`src/rtl/i_cache_axi_rd.sv`:
```
// Instruction-cache refill bridge: turns a level-held miss into one single-beat AXI4 read.
// Optional `YSYX22040228_ICACHE_AXI_ERR_EN adds cache_rd_err and returns a NOP on error.
module i_cache_axi_rd #(
  parameter int              ID_W       = 4,
  parameter logic [ID_W-1:0] AXI_ID     = 4'b0001,
  parameter int              AXI_DATA_W = 64
) (
  input  logic                  clk,
  input  logic                  rst,
  input  logic                  cache_read_ena,
  input  logic [63:0]           cache_addr,
  output logic [31:0]           cache_or_data,
  output logic                  cache_in_ok,
`ifdef YSYX22040228_ICACHE_AXI_ERR_EN
  output logic                  cache_rd_err,
`endif
  output logic                  axi_ar_valid,
  input  logic                  axi_ar_ready,
  output logic [63:0]           axi_ar_addr,
  output logic [ID_W-1:0]       axi_ar_id,
  output logic [7:0]            axi_ar_len,
  output logic [2:0]            axi_ar_size,
  output logic [1:0]            axi_ar_burst,
  input  logic                  axi_r_valid,
  output logic                  axi_r_ready,
  input  logic [AXI_DATA_W-1:0] axi_r_data,
  input  logic [1:0]            axi_r_resp,
  input  logic                  axi_r_last,
  input  logic [ID_W-1:0]       axi_r_id
);

  localparam logic [3:0] S_IDLE = 4'b0001;
  localparam logic [3:0] S_AR   = 4'b0010;
  localparam logic [3:0] S_R    = 4'b0100;
  localparam logic [3:0] S_RESP = 4'b1000;

  logic [3:0]  state_q, state_d;
  logic [63:0] addr_q;
  logic        keep_q;
  logic        captured_q;
  logic [31:0] data_q;
  logic        in_idle, in_ar, in_r, in_resp;
  logic        beat_match;
  logic        unused_bits;

  assign in_idle    = state_q[0];
  assign in_ar      = state_q[1];
  assign in_r       = state_q[2];
  assign in_resp    = state_q[3];
  assign beat_match = in_r && axi_r_valid && (axi_r_id == AXI_ID);

  always_comb begin
    state_d = state_q;
    case (state_q)
      S_IDLE:  if (cache_read_ena) state_d = S_AR;
      S_AR:    if (axi_ar_ready) state_d = S_R;
      S_R:     if (beat_match && axi_r_last) state_d = S_RESP;
      S_RESP:  state_d = S_IDLE;
      default: state_d = S_IDLE;
    endcase
  end

  // Control: state, address latch, keep (request still wanted) and capture flag
  always_ff @(posedge clk or negedge rst) begin
    if (!rst) begin
      state_q    <= S_IDLE;
      addr_q     <= '0;
      keep_q     <= 1'b0;
      captured_q <= 1'b0;
    end else begin
      state_q <= state_d;
      if (in_idle && cache_read_ena) begin
        addr_q <= {cache_addr[63:2], 2'b00};
        keep_q <= 1'b1;
      end
      // A dropped request still drains on AXI; only the completion pulse is suppressed.
      if ((in_ar || in_r) && !cache_read_ena) keep_q <= 1'b0;
      if (in_idle) captured_q <= 1'b0;
      else if (beat_match) captured_q <= 1'b1;
    end
  end

  // Data: first matching beat only, lane picked by address bit 2
  always_ff @(posedge clk) begin
    if (beat_match && !captured_q)
      data_q <= addr_q[2] ? axi_r_data[63:32] : axi_r_data[31:0];
  end

  assign axi_ar_valid = in_ar;
  assign axi_ar_addr  = addr_q;
  assign axi_ar_id    = AXI_ID;
  assign axi_ar_len   = 8'd0;
  assign axi_ar_size  = 3'b010;
  assign axi_ar_burst = 2'b01;
  assign axi_r_ready  = in_r;
  assign cache_in_ok  = in_resp && keep_q;

`ifdef YSYX22040228_ICACHE_AXI_ERR_EN
  logic err_q;

  always_ff @(posedge clk or negedge rst) begin
    if (!rst) err_q <= 1'b0;
    else if (in_idle) err_q <= 1'b0;
    else if (beat_match && axi_r_resp[1]) err_q <= 1'b1;
  end

  assign cache_rd_err  = cache_in_ok && err_q;
  assign cache_or_data = !cache_in_ok ? 32'h0 : (err_q ? 32'h0000_0013 : data_q);
  assign unused_bits   = ^{cache_addr[1:0], axi_r_resp[0]};
`else
  assign cache_or_data = cache_in_ok ? data_q : 32'h0;
  assign unused_bits   = ^{cache_addr[1:0], axi_r_resp};
`endif

endmodule

```
`config.mk`:
```
export PLATFORM = sky130hd
export DESIGN_NAME = i_cache_axi_rd
export DESIGN_NICKNAME = d
export VERILOG_FILES = /design/src/rtl/i_cache_axi_rd.sv
export SDC_FILE = /design/constraint.sdc
export NUM_CORES = 1
export LEC_CHECK = 0
export ABC_AREA = 0
export BUFFER_PORTS_ARGS = -buffer_cell sky130_fd_sc_hd__buf_2
export CAP_MARGIN = 20
export CORE_MARGIN = 2
export CORE_UTILIZATION = 45
export CTS_BUF_LIST = sky130_fd_sc_hd__clkbuf_8
export CTS_CLUSTER_SIZE = 14
export DETAILED_ROUTE_END_ITERATION = 7
export PLACE_DENSITY = 0.82
export SYNTH_ARGS = -nofsm -noshare
export SYNTH_HDL_FRONTEND = slang
export SYNTH_SLANG_ARGS = --single-unit
```
`constraint.sdc`:
```
create_clock -name clk -period 3.65 [get_ports clk]
set_clock_uncertainty 0.1 [all_clocks]
set_input_delay 0.73 -clock clk [delete_from_list [all_inputs] [get_ports clk]]
set_output_delay 0.73 -clock clk [all_outputs]
set_load 0.03 [all_outputs]
```
==> metrics.txt <==
status finished clean; clk_lat worst skew approximately 360 ps; RSZ-0062 raised after global routing false; WL final about 9.6 mm; die footprint 10600 sq um; DR vias/cell around 4.7; Final Hold Violating Endpoints 0; Max Freq 380 MHz; Post-CTS Repair Setup Buffers 0; total grt overflow 0; max incr delay on CP about 940 ps; remaining antenna violation count after routing 0; dpl hpwl 7.12 mm; Post-synth EDFFs 32; Tmin final 2630 ps; Hold Crit Endpoint axi_ar_addr[4]; # rows 36; drt initial violations 76; Worst Max-Slew Pin Slew 896 ps; Synth cell types 24; endpoints failing setup 0; first-pass GRT wire length 14.2 mm; Ports 256; total global-route track usage 0.174; ant diodes 0; Vias roughly 3100; post-DR wirelength/cell 14.6 um; die width 103 um; Slew Limit Fails 0; Worst Setup Start Kind flip-flop; residual DRC count 0; core footprint about 9600 sq um; hold depth 1; Seq cells post-synth 100; area leader, netlist dfrtp_1; GR met2 Demand/Resource 0.306; Leak 2.89 nW; TritonCTS clock tree yes; CTS Hold Bufs 0; CTS Root Cell clkbuf_8; Final #Nets 659; met1 usage 0.209; R2R cell count 2; # clock sinks 100; Layout area overhead 30.8%; fraction of layout cells with a size suffix above 1 0.660; post-synthesis sequential area ratio 0.606; crit path DAT 1800 ps; Mapped Area 4400 sq um; CP bufs+invs 1; initial antenna violation count 0; vias in the first global route 2983; TritonCTS Buffers 9; # port buffers ~230; routability cong. approximately 0.77; hold path start axi_ar_addr[4]; Setup Crit Path Kind flip-flop to output pin; largest net degree at the start of global routing 69; synth top area cells dfrtp_1, mux2_2, edfxtp_1; Yosys top cell area share 0.381; CTS H-tree lvls 3; CTS Buffer Depth 2; Worst path slowest cell dfrtp_1; Slew HR 0.403; Final period util 0.720; Hold Crit Class flip-flop to flip-flop; CP endpoint kind output pin; most common cell in the synthesized netlist mux2_2; Power Density 715 nW/um^2; Yosys warning count 0; Req. time, crit path 2820 ps; reg2reg setup slack 1810 ps; post-synthesis async set-or-reset flop share 0.680; grt peak-use layer met2; Total Neg Setup Slack 0 ps; R2R Path End axi_ar_addr[49]; Max-cap violations 0; Avg Inst Size Synth 15.0 sq um; Clk pin slew, worst setup/hold paths 100 ps; met3 Resource Use GR 0.0366; Reg-to-Reg Start state_q[0]; Post-Syn Instances 293; crit-path cells and3_1, buf_2; DRT Pass-1 Iters 4; initial cell density of the core 0.456; top cells by count, synth mux2_2, dfrtp_1, and3_1, edfxtp_1, buf_4; CTS resizes 0; cell family with most CP delay flip-flops; Fill cells approximately 800; die height about 100 um; critical-path maximum fanout 39; Hold Slack 404 ps; Post-synth top flop dfrtp_1; VDD IR-drop max approximately 0.44 mV
[cell type report]
| type | instances | area, sq um | share of cell area |
|---|---|---|---|
| Clock buffer | 9 | 124 | 0.0215 |
| Clock inverter | 7 | 92.6 | 0.0161 |
| Multi-Input combinational cell | 173 | 1520 | 0.264 |
| Sequential cell | 100 | 2660 | 0.463 |
| Tap cell | 133 | 166 | 0.0289 |
| Timing Repair Buffer | 235 | 1180 | 0.206 |
[per-stage QoR]
stage	instances	util	area (sq um)	setup slack [ps]	total power, mW
final	657	0.596	5750	1020	4.11
after global routing	657	0.596	5750	847	4.32
after CTS	657	0.596	5750	960	4.15
after detailed placement	641	0.574	5530	1380	3.38
after global placement	641	0.574	5530	1400	3.32
after floorplan	310	-	4460	715	2.93
[registers in the layout, summed over array words and instances (netlist names)]
register     count
axi_ar_addr     62
captured_q       1
data_q          32
keep_q           1
state_q          4
[per-layer routing]
| layer | vias up | share of wire |
|---|---|---|
| li1 | 1467 | - |
| met1 | 1500 | 0.38 |
| met2 | 109 | 0.55 |
| met3 | 12 | 0.050 |
| met4 | 0 | 0.019 |
| met5 | - | 0 |
[cells by family (layout without fill, tap and decap cells)]
family	count (synthesis)	after routing	share of synthesized area
AOI/OAI and AO/OA	7	7	0.0108
and+or+nand+nor	53	53	0.0729
other	2	19	0.00171
buffers and inverters	37	251	0.0637
muxes	94	94	0.245
DFF	100	100	0.606
[where the power goes]
group / switching [mW] / leakage (nW) / internal, mW
clock: 0.378 / 0.113 / 0.387
combinational: 0.996 / 1.69 / 0.658
sequential: 0.212 / 1.09 / 1.48
[cells in the final DEF (no fill, tap or decap)]
cell	count
and2_1	1
buf_4	3
a21oi_1	3
mux2_2	89
inv_1	2
and3_1	32
dfstp_2	1
inv_6	2
nand2_1	2
o41ai_1	1
nor3_1	3
edfxtp_1	32
mux2_4	5
clkinvlp_4	1
dfrtp_1	67
nor4b_1	3
nand2_4	1
and4b_1	1
nor2_2	1
buf_2	232
nand3_1	1
nand2b_1	2
a22o_1	1
nor2_1	6
clkbuf_8	9
a211oi_1	2
bufinv_16	2
conb_1	19
[worst register-to-register path: stages (launching register included)]
cell	delay, ps
dfstp_2	650
nand2_4	450
mux2_2	530
[worst max-delay path by stage]
stage / from / to / slack, ps / depth (start not counted)
final: state_q[3] / cache_or_data[29] / 1020 / 2
after global routing: state_q[3] / cache_or_data[24] / 850 / 2
after CTS: state_q[3] / cache_or_data[0] / 960 / 2
after detailed placement: state_q[3] / cache_or_data[0] / 1380 / 2
after global placement: state_q[3] / cache_or_data[9] / 1400 / 2
after floorplan: axi_r_id[1] / data_q[0] / 720 / 3
Power figures use the tool's default switching activity.
